### src/rtl/mem_access_stage.sv
// mem_access_stage: MEM stage of the RV64 core, downstream of the execute-stage ALU.
// Non-memory ops pass the ALU result straight to writeback one cycle after acceptance.
// Loads/stores are checked for alignment and legal size, then run a req/gnt/rvalid
// handshake on the data-memory port before a single registered writeback beat.
//
// Ports:
//   clk, rst_n                      clock, asynchronous active-low reset
//   ex_valid/ex_ready               instruction handshake from execute
//   ex_result/ex_wdata              ALU result (address or value), store data
//   ex_is_mem/ex_op/ex_rd/ex_we     decode info: mem op, {store,funct3}, rd, write enable
//   dmem_req/we/addr/wdata/wmask    data-memory request, held until dmem_gnt
//   dmem_gnt/dmem_rvalid/dmem_rdata data-memory accept and read return
//   wb_valid/we/rd/data/fault       one-cycle writeback beat
module mem_access_stage #(
  parameter int unsigned XLEN      = 64,
  parameter int unsigned MEM_BYTES = 8
) (
  input  logic                 clk,
  input  logic                 rst_n,
  input  logic                 ex_valid,
  output logic                 ex_ready,
  input  logic [XLEN-1:0]      ex_result,
  input  logic [XLEN-1:0]      ex_wdata,
  input  logic                 ex_is_mem,
  input  logic [3:0]           ex_op,
  input  logic [4:0]           ex_rd,
  input  logic                 ex_we,
  output logic                 dmem_req,
  output logic                 dmem_we,
  output logic [XLEN-1:0]      dmem_addr,
  output logic [XLEN-1:0]      dmem_wdata,
  output logic [MEM_BYTES-1:0] dmem_wmask,
  input  logic                 dmem_gnt,
  input  logic                 dmem_rvalid,
  input  logic [XLEN-1:0]      dmem_rdata,
  output logic                 wb_valid,
  output logic                 wb_we,
  output logic [4:0]           wb_rd,
  output logic [XLEN-1:0]      wb_data,
  output logic                 wb_fault
);

  typedef enum logic [1:0] {StIdle, StReq, StWaitR} state_e;

  state_e                 state_q, state_d;
  logic [XLEN-1:0]        addr_q, addr_d;
  logic [3:0]             op_q, op_d;
  logic [4:0]             rd_q, rd_d;
  logic [XLEN-1:0]        wdata_q, wdata_d;
  logic [MEM_BYTES-1:0]   wmask_q, wmask_d;
  logic                   wb_valid_q, wb_valid_d;
  logic                   wb_we_q, wb_we_d;
  logic [4:0]             wb_rd_q, wb_rd_d;
  logic [XLEN-1:0]        wb_data_q, wb_data_d;
  logic                   wb_fault_q, wb_fault_d;

  logic [2:0]             ex_off;
  logic                   ex_fault;
  logic [MEM_BYTES-1:0]   store_mask;
  logic [XLEN-1:0]        lane;
  logic [XLEN-1:0]        load_ext;

  assign ex_off = ex_result[2:0];

  // Illegal sizes and misalignment are both reported as a fault with no memory access.
  always_comb begin
    ex_fault = 1'b0;
    if (ex_op[3] && ex_op[2]) ex_fault = 1'b1;
    if (!ex_op[3] && ex_op[2:0] == 3'b111) ex_fault = 1'b1;
    unique case (ex_op[1:0])
      2'b01:   if (ex_off[0] != 1'b0) ex_fault = 1'b1;
      2'b10:   if (ex_off[1:0] != 2'b00) ex_fault = 1'b1;
      2'b11:   if (ex_off != 3'b000) ex_fault = 1'b1;
      default: ;
    endcase
  end

  always_comb begin
    unique case (ex_op[1:0])
      2'b00:   store_mask = MEM_BYTES'(8'h01) << ex_off;
      2'b01:   store_mask = MEM_BYTES'(8'h03) << ex_off;
      2'b10:   store_mask = MEM_BYTES'(8'h0F) << ex_off;
      default: store_mask = MEM_BYTES'(8'hFF);
    endcase
  end

  // Bring the addressed byte lane down to bit 0, then extend per funct3.
  assign lane = dmem_rdata >> {addr_q[2:0], 3'b000};

  always_comb begin
    case (op_q[2:0])
      3'b000:  load_ext = {{(XLEN-8){lane[7]}}, lane[7:0]};
      3'b001:  load_ext = {{(XLEN-16){lane[15]}}, lane[15:0]};
      3'b010:  load_ext = {{(XLEN-32){lane[31]}}, lane[31:0]};
      3'b100:  load_ext = {{(XLEN-8){1'b0}}, lane[7:0]};
      3'b101:  load_ext = {{(XLEN-16){1'b0}}, lane[15:0]};
      3'b110:  load_ext = {{(XLEN-32){1'b0}}, lane[31:0]};
      default: load_ext = lane;
    endcase
  end

  always_comb begin
    state_d    = state_q;
    addr_d     = addr_q;
    op_d       = op_q;
    rd_d       = rd_q;
    wdata_d    = wdata_q;
    wmask_d    = wmask_q;
    wb_valid_d = 1'b0;
    wb_we_d    = 1'b0;
    wb_fault_d = 1'b0;
    wb_rd_d    = wb_rd_q;
    wb_data_d  = wb_data_q;
    unique case (state_q)
      StIdle: begin
        if (ex_valid) begin
          if (!ex_is_mem) begin
            wb_valid_d = 1'b1;
            wb_we_d    = ex_we && (ex_rd != 5'd0);
            wb_rd_d    = ex_rd;
            wb_data_d  = ex_result;
          end else if (ex_fault) begin
            wb_valid_d = 1'b1;
            wb_fault_d = 1'b1;
            wb_rd_d    = ex_rd;
            wb_data_d  = ex_result;
          end else begin
            addr_d  = ex_result;
            op_d    = ex_op;
            rd_d    = ex_rd;
            wdata_d = ex_wdata << {ex_off, 3'b000};
            wmask_d = ex_op[3] ? store_mask : '0;
            state_d = StReq;
          end
        end
      end
      StReq: begin
        if (dmem_gnt) begin
          if (op_q[3]) begin
            wb_valid_d = 1'b1;
            wb_rd_d    = rd_q;
            wb_data_d  = '0;
            state_d    = StIdle;
          end else begin
            state_d = StWaitR;
          end
        end
      end
      StWaitR: begin
        if (dmem_rvalid) begin
          wb_valid_d = 1'b1;
          wb_we_d    = (rd_q != 5'd0);
          wb_rd_d    = rd_q;
          wb_data_d  = load_ext;
          state_d    = StIdle;
        end
      end
      default: state_d = StIdle;
    endcase
  end

  always_ff @(posedge clk or negedge rst_n) begin
    if (!rst_n) begin
      state_q    <= StIdle;
      addr_q     <= '0;
      op_q       <= '0;
      rd_q       <= '0;
      wdata_q    <= '0;
      wmask_q    <= '0;
      wb_valid_q <= 1'b0;
      wb_we_q    <= 1'b0;
      wb_rd_q    <= '0;
      wb_data_q  <= '0;
      wb_fault_q <= 1'b0;
    end else begin
      state_q    <= state_d;
      addr_q     <= addr_d;
      op_q       <= op_d;
      rd_q       <= rd_d;
      wdata_q    <= wdata_d;
      wmask_q    <= wmask_d;
      wb_valid_q <= wb_valid_d;
      wb_we_q    <= wb_we_d;
      wb_rd_q    <= wb_rd_d;
      wb_data_q  <= wb_data_d;
      wb_fault_q <= wb_fault_d;
    end
  end

  // Gated by rst_n so every output reads 0 while reset is held.
  assign ex_ready   = (state_q == StIdle) && rst_n;
  assign dmem_req   = (state_q == StReq);
  assign dmem_we    = op_q[3];
  assign dmem_addr  = {addr_q[XLEN-1:3], 3'b000};
  assign dmem_wdata = wdata_q;
  assign dmem_wmask = wmask_q;
  assign wb_valid   = wb_valid_q;
  assign wb_we      = wb_we_q;
  assign wb_rd      = wb_rd_q;
  assign wb_data    = wb_data_q;
  assign wb_fault   = wb_fault_q;

endmodule
### config.mk
export PLATFORM = sky130hd
export DESIGN_NAME = mem_access_stage
export DESIGN_NICKNAME = d
export VERILOG_FILES = /design/src/rtl/mem_access_stage.sv
export SDC_FILE = /design/constraint.sdc
export NUM_CORES = 1
export LEC_CHECK = 0
export BUFFER_PORTS_ARGS = -buffer_cell sky130_fd_sc_hd__buf_2
export CORE_AREA = 2 2 163 165
export DETAILED_ROUTE_END_ITERATION = 7
export DIE_AREA = 0 0 165 167
export GPL_TIMING_DRIVEN = 0
export MAX_ROUTING_LAYER = met4
export PLACE_DENSITY = 0.79
export SYNTH_ARGS = -nofsm -noshare
export SYNTH_HDL_FRONTEND = slang
export SYNTH_SLANG_ARGS = --single-unit
export TNS_END_PERCENT = 1
### constraint.sdc
create_clock -name clk -period 5.4 [get_ports clk]
set_clock_uncertainty 0.15 [all_clocks]
set_input_delay 1.08 -clock clk [delete_from_list [all_inputs] [get_ports clk]]
set_output_delay 1.08 -clock clk [all_outputs]
set_load 0.005 [all_outputs]
**Word level (Yosys, flattened, before mapping)**

Cells that the tools add are included.

- Register bits: 219
- Output and inout port bits: 211
- Word-level logic and storage cells: 95

- Equal/unequal tests: 18
- Shifts and indexed selects: 5
- Multiplexer cells: 44
- Bitwise logic cells: 1
- Reduce and logical (&&, ||, !) cells: 16

Operators with widths:

| operator | number |
|---|---|
| $mux 64 | 6 |
| $pmux 64 s6 | 1 |
| $pmux 64 s3 | 1 |
| $shl 64x6->64 | 1 |
| $shr 64x6->64 | 1 |
| $mux 5 | 6 |
| $pmux 8 s3 | 1 |
| $mux 1 | 17 |
| $pmux 5 s3 | 1 |
| $eq 3x3->1 const B | 4 |
| $mux 2 | 6 |
| $reduce_bool 5->1 | 2 |
| $mux 8 | 1 |
| $ne 2x2->1 const B | 4 |
| $shl 1x3->8 const A | 1 |
| $shl 2x3->8 const A | 1 |
| $shl 4x3->8 const A | 1 |
| $eq 2x2->1 const B | 3 |
| $pmux 1 s3 | 2 |
| $pmux 2 s3 | 1 |
| $reduce_and 6->1 | 1 |
| $reduce_bool 3->1 | 2 |
| $reduce_and 5->1 | 1 |
| $eq 2x1->1 const B | 2 |
| other kinds (12) | 17 |

**Depth between registers and ports, before layout**

Gate-level depths: netlist of run 1.

- Depth after elaboration: 9
- Mapped depth: 11
- Gate-level depth less buffers: 7

**Worst setup path before layout of run 1**

Ideal clock, no wire load.

- Path kind: input-to-reg
- From: input port ex_op[0]
- To: register wb_data_q[37] (netlist: wb_data[37])
- Setup time: 134 ps
- Data arrival time: 2954 ps
- Required time: 5116 ps
- Path slack: 2162 ps
- Stages: 9
- Cells stage by stage: inv_1 ha_1 o21bai_1 o221a_2 a311oi_1 buf_2 clkbuf_1 mux2i_1 o31ai_1

- Word-level cells in the longest chain between the ends: 7
- Elaborated cells between the ends (all ways): 12
- Classes of those cells: eq/ne: 5; mux: 5; reduce/logical: 2

Ends and longest elaborated chain:

| item | line | RTL |
|---|---|---|
| from (decl) | 25 | `input logic [3:0] ex_op,` |
| $eq 3x3->1 | 69 | `if (!ex_op[3] && ex_op[2:0] == 3'b111) ex_fault = 1'b1;` |
| $logic_and 1x1->1 | 69 |  |
| $mux 1 | 69 |  |
| $mux 1 (on tied branches) | 73, 71, 72 |  |
| $pmux 1 s3 (*) | 70 | `unique case (ex_op[1:0])` |
| $ne 3x3->1 (no line) (*) | n/a |  |
| $reduce_and 6->1 (no line) (*) | n/a |  |
| to (signal assigned) | 185 | `wb_data_q <= wb_data_d;` |
| to (decl) | 54 | `logic [XLEN-1:0] wb_data_q, wb_data_d;` |

Every way passes the cells marked *; elsewhere a longest branch is shown, timed or not.
A chain may end at the register's enable or synchronous reset.

**Final worst setup path of run 1**

- From: input port ex_op[0]
- To: register wdata_q[11] (netlist: dmem_wdata[11])

- Word-level cells in the longest chain between the ends: 7
- Elaborated cells between the ends (all ways): 12
- Classes of those cells: eq/ne: 4; mux: 5; bitwise: 1; reduce/logical: 2

Ends and longest elaborated chain:

| item | line | RTL |
|---|---|---|
| $eq 3x3->1 | 69 |  |
| $logic_and 1x1->1 | 69 |  |
| $mux 1 | 69 |  |
| $mux 1 (on tied branches) | 73, 71, 72 |  |
| $pmux 1 s3 (*) | 70 |  |
| $not 1->1 (no line) (*) | n/a |  |
| $reduce_and 4->1 (no line) (*) | n/a |  |
| to (signal assigned) | 180 | `wdata_q <= wdata_d;` |
| to (decl) | 49 | `logic [XLEN-1:0] wdata_q, wdata_d;` |

Marks and branches as above.

==> impl_metrics.ini, run 1 <==
[timing]
final-hold-violation-count = 0
finalCritPeriodShare_pct = 71.9
rsz0062_at_grt = false
final.min_clock_period_ns = 3.88
worst_pin_slew_ns = 1.07
slew_headroom_pct = 28.6
setup_violations = 0
maxSlewViolCount = 0
fmax_mhz = 257
timing.final.ws_setup_ns = 1.52

[logic_synthesis]
seq_area_frac_synth_pct = 41.7
synthCells = 1290
ys_warn_count = 0
synth.avg_cell_area_um2 = 10.2
synth_edf_count = 0
async_reset_ff_share_pct = 100
synth_seq_cells = 219
synthFlopType = dfrtp_1
synth_cell_types = 52
syn_area_mm2 = 0.0132

[routing]
top_layer = met4
initialDrtViolationCount = 1371
firstDrtPassIters = 5
final_antenna_net_count = 0
wl_met3_um = 4780
vias = 12673
wl_um = 53300
wl_met2_um = 25800
avgRoutedWirePerCell_um = 25.4
wl_met1_um = 20000
drc = 0
avgViaCountPerCell = 6.04

[setup_path]
path_class = in -> reg
cp.required_ns = 5.67
path_common_cell = clkbuf_1
cp_cell_sequence = buf_2, inv_1, ha_1, o21bai_1, o221a_2, nand4_1, clkbuf_1, clkbuf_1, clkbuf_1, nand2_1, o31ai_1
r2r_cells = 11
crit_fanout = 10
start_kind = input pin
endpoint_kind = flip-flop
critPathSlowestCell = clkbuf_1
slowest_delay_ns = 0.55
crit_arrival_ns = 4.16

[global_route]
antenna_found_initial = 11
grt_pass1_vias = 12591
grt-ovfl-total = 0
groute.usage.overall_pct = 39.0
grt_max_degree = 113
grt_pass1_wl_um = 77700

[final_layout]
nNetsFinal = 1950
post-route-util_pct = 64.2
syn2layout_area_growth_pct = 25.8
drive_gt1_share_pct = 41.4

[pwr]
pwr-share-seq_pct = 30.1
power.density_mw_per_mm2 = 571
p_sw_uw = 3840
p_int_uw = 5620
p_sw_share_pct = 40.6
p_leak_uw = 0.00785
comb_power_share_pct = 51.5
vdd_drop_max_mv = 0.329
pwr-share-clk_pct = 18.4

[cts]
cts_sinks = 219
clk_latency_ns = 0.53
post_cts_resized = 0
cts_hold_buf = 0
htree_levels = 1
post-cts-setup-buffers = 0
tritoncts = yes
cts_made_buffers = 25
clk_pin_slew_ns = 0.07
cts-root-buf = clkbuf_16
cts_max_path_buffers = 3

[die]
die_area_mm2 = 0.0276
start_util_pct = 51.1
die_w_um = 165
core_region_area_mm2 = 0.0258
rows = 59
die_h_um = 167
io_pins = 419

[flow_run]
maxCapViolCount = 0

[worst_hold_path]
min_path_cells = 2
hold_path.class = reg -> reg

[outcome]
outcome = complete, no violations

[placement]
globalplace.congestion = 1.03
place_ws_ns = 0.986
dp_hpwl_um = 41400
io_buffer_count = 413
-- registers in the layout (all words and copies together), names as in the netlist --
signal	cells
wb_data	64
dmem_wdata	64
wb_rd	5
wb_valid	1
wb_fault	1
state_q	2
op_q	4
dmem_wmask	8
addr_q	64
wb_we	1
rd_q	5
-- path summary, 6_finish.rpt --
kind                               start             end  slack, ns
min in group asynchronous          rst_n      addr_q[41]       0.44
max reg2reg                   state_q[0]     wb_data[10]       1.70
min reg2reg                dmem_wmask[7]   dmem_wmask[7]       0.32
max in group asynchronous          rst_n  dmem_wdata[35]       3.56
max                             ex_op[0]  dmem_wdata[11]       1.52
min                        dmem_wmask[7]   dmem_wmask[7]       0.32
-- cell usage after synthesis, drive strengths merged (2+ instances only) --
cell type	instances	area [um2]
inv	22	82.6
mux2	130	1460
a31o	7	61.3
and2	12	75.1
nor2	61	229
a2111oi	2	37.5
nand4	3	18.8
mux4	37	833
o22ai	25	156
nand3b	2	15.0
o31ai	48	360
or4	2	15.0
nand2	126	473
o211ai	17	128
a21oi	68	340
mux2i	79	791
buf	97	649
a31oi	8	50.1
dfrtp	219	5480
or2	10	62.6
nor3	4	20.0
a211oi	40	300
ha	9	113
a22oi	7	52.6
nand2b	4	25.0
clkbuf	80	302
nor2b	38	238
a221oi	9	78.8
a22o	8	70.1
o21ai	73	365
nand3	29	145
-- cells in the final DEF, fill, tap and decap left out, types with 10 or more instances in the layout --
| cell | count |
|---|---|
| buf_1 | 17 |
| nor2_1 | 61 |
| inv_1 | 20 |
| and2_1 | 12 |
| o21ai_0 | 71 |
| o211ai_1 | 17 |
| nor2b_1 | 38 |
| clkbuf_16 | 25 |
| buf_4 | 64 |
| nand2_1 | 126 |
| clkbuf_1 | 83 |
| mux4_2 | 37 |
| mux2i_1 | 79 |
| buf_2 | 424 |
| a21oi_1 | 68 |
| or2_2 | 10 |
| o31ai_1 | 48 |
| a211oi_1 | 40 |
| mux2_2 | 130 |
| nand3_1 | 29 |
| dfrtp_1 | 219 |
| diode_2 | 12 |
| o22ai_1 | 25 |
-- per-layer routing --
metal / vias up / global-route usage, %
li1: 5538 / -
met1: 6195 / 47.2
met2: 786 / 63.3
met5: - / -
met4: 0 / 17.5
met3: 154 / 6.92
-- worst max-delay path: cells and delay by family --
kind	cells	cell delay [ns]
compound gates	3	0.47
simple gates	2	0.51
buf+inv	5	1.78
fa+ha+maj	1	0.30
-- power by group through the flow --
stage | Clock [uW] | Sequential (uW) | Combinational, uW
after floorplan | 0 | 2800 | 2900
after global placement | 0 | 2810 | 4720
after detailed placement | 0 | 2850 | 4790
after CTS | 1750 | 2830 | 4820
after global routing | 1830 | 2920 | 5230
final | 1740 | 2850 | 4870
-- cells by family (layout without fill, tap and decap cells) --
family | Yosys count | after routing | synth area share (%)
flops | 219 | 219 | 41.7
fa+ha+maj | 9 | 9 | 0.856
buf+inv | 199 | 659 | 7.85
mux | 246 | 246 | 23.5
other cells | 1 | 15 | 0.0285
simple gates | 295 | 295 | 10.3
compound gates | 321 | 321 | 15.8
-- layout make-up --
cell class,count,area (um2)
inverters,22,82.6
diodes,12,30.0
fillers,2166,9210
repair buffers,414,2100
plain buffers,177,951
clock buffers,34,709
well taps,335,419
clock inverters,12,123
flip-flops and latches,219,5480
multi-input cells,874,6650
-- per-stage QoR --
stage	std cells	TNS, ns	power, uW	hold WS (ns)	area [um2]
6_report	2099	0	9460	0.324	16600
3_5_place_dp	2041	0	7640	0.316	15700
5_1_grt	2098	0	9980	0.347	16500
3_3_place_gp	2040	-146.46	7530	0.310	15700
4_1_cts	2087	0	9410	0.329	16500
2_1_floorplan	1292	0	5700	0.323	13200
(Power assumes the default switching activity.)
==> run 2, diff against run 1 <==
- CORE_AREA: 2 2 163 165 -> not set
- CORE_UTILIZATION: not set -> 52
- DIE_AREA: 0 0 165 167 -> not set
- PLACE_DENSITY: 0.79 -> 0.8
- clock period: 5.4 -> 4.05 ns (I/O delays scaled with it)
==> run 2 against run 1 <==
Net effect:
- critical path depth did not move
- sequential share of layout area rose by 0.14 points
- largest cell class unchanged
- utilization rose by 2.9 points
- non-clock buffer count rose by 1
- total power rose by 31%
- flip-flop and latch count did not move
- combinational power rose by 33%
- count of clock-buffer cells in the layout rose by 1
- setup slack got worse by 1.1 ns
==> impl_metrics.ini, run 2 (synthesized netlist as in run 1, its figures left out) <==
[timing]
slew_headroom_pct = 32.8
fmax_mhz = 272
setup_violations = 0
timing.final.ws_setup_ns = 0.369
rsz0062_at_grt = false
maxSlewViolCount = 0
worst_pin_slew_ns = 1.01
final-hold-violation-count = 0
finalCritPeriodShare_pct = 90.9
final.min_clock_period_ns = 3.68

[pwr]
p_sw_share_pct = 40.7
p_leak_uw = 0.00782
power_uw = 12400
pwr-share-seq_pct = 30.6
power.density_mw_per_mm2 = 751
p_int_uw = 7340
pwr-share-clk_pct = 17.1
p_sw_uw = 5040
vdd_drop_max_mv = 0.491
comb_power_share_pct = 52.3

[global_route]
grt_pass1_wl_um = 77100
antenna_found_initial = 12
grt-ovfl-total = 0
grt_max_degree = 86
groute.usage.overall_pct = 41.0
grt_pass1_vias = 12479

[outcome]
outcome = complete, no violations

[die]
die_area_mm2 = 0.0259
io_pins = 419
core_region_area_mm2 = 0.0245
start_util_pct = 53.6
die_w_um = 161
die_h_um = 161
rows = 57

[setup_path]
endpoint = wb_data[9]
crit_arrival_ns = 3.90
worstSetupStartpoint = state_q[0]
r2r_end = wb_data[9]
crit_fanout = 10
rr_startpoint = state_q[0]
cp.required_ns = 4.27
r2r_cells = 11
endpoint_kind = flip-flop
reg2reg_slack_ns = 0.37
start_kind = flip-flop
path_class = reg -> reg

[cts]
cts_made_buffers = 24
cts_sinks = 219
post-cts-setup-buffers = 0
cts_max_path_buffers = 3
tritoncts = yes
htree_levels = 1
cts-root-buf = clkbuf_16
clk_pin_slew_ns = 0.06
post_cts_resized = 0
clk_latency_ns = 0.52
cts_hold_buf = 0

[final_layout]
final_common_cell = buf_2
fin_area_mm2 = 0.0165
drive_gt1_share_pct = 41.2
syn2layout_area_growth_pct = 25.3
nNetsFinal = 1950
final_cell_mix = 424 x buf_2, 219 x dfrtp_1, 130 x mux2_2, 126 x nand2_1, 85 x clkbuf_1

[worst_hold_path]
hold_path.class = in -> async

[routing]
vias = 12737
firstDrtPassIters = 5
initialDrtViolationCount = 1165
final_antenna_net_count = 0
drc = 0
avgViaCountPerCell = 6.11
avgRoutedWirePerCell_um = 24.9
wl_um = 52000

[placement]
io_buffer_count = 413
globalplace.congestion = 1.01
dp_hpwl_um = 40500
dpl_cell_area_mm2 = 0.0157
place_ws_ns = -0.0770

[flow_run]
maxCapViolCount = 0
## run 2: final cells by class
class | count | area [um2]
fill | 2045 | 8050
multi-input combinational | 874 | 6650
sequential | 219 | 5480
timing repair buffer | 415 | 2130
buffer | 177 | 951
clock buffer | 35 | 703
tap | 324 | 405
inverter | 22 | 82.6
clock inverter | 7 | 45.0
antenna | 13 | 32.5
## run 2: stage by stage
stage	std cells	setup TNS, ns	hold WS [ns]	util, %
2_1_floorplan	1292	0	0.323	-
3_3_place_gp	2029	-380.20	0.308	63.7
3_5_place_dp	2031	-1.15	0.315	64.0
4_1_cts	2073	0	0.0990	67.1
5_1_grt	2085	0	0.121	67.2
6_report	2086	0	0.0839	67.2
## run 2: worst max-delay path, stage by stage (launching register included)
cell,delay [ns]
dfrtp_1,0.43
inv_1,0.10
ha_1,0.15
clkbuf_1,0.38
inv_1,0.08
o221ai_1,0.37
a311oi_1,0.09
buf_2,0.28
nand2_1,0.12
clkbuf_1,0.51
clkbuf_1,0.66
o211ai_1,0.18
## run 2: how the worst min path moves through the flow
stage,end,slack [ns],depth (start not counted)
2_1_floorplan,dmem_wdata[10],0.32,2
3_3_place_gp,dmem_wdata[16],0.31,2
3_5_place_dp,dmem_wdata[11],0.32,2
4_1_cts,addr_q[24],0.1,1
5_1_grt,addr_q[11],0.12,1
6_report,addr_q[24],0.08,1
## run 2: routing by layer
metal  global-route usage (%)  up-vias  part of all wire (%)
li1                         -     5542                     -
met1                     49.3     6304                    38
met2                     68.2      758                    49
met3                     7.09      133                   8.6
met4                     17.4        0                   4.8
met5                        -        -                     0
## run 2: power groups by stage
stage	Clock (uW)	Sequential (uW)	Combinational, uW
global placement	0	3750	6270
global route	2210	3900	6920
finish	2120	3790	6470
detailed placement	0	3780	6360
floorplan	0	3730	3870
CTS	2130	3770	6410
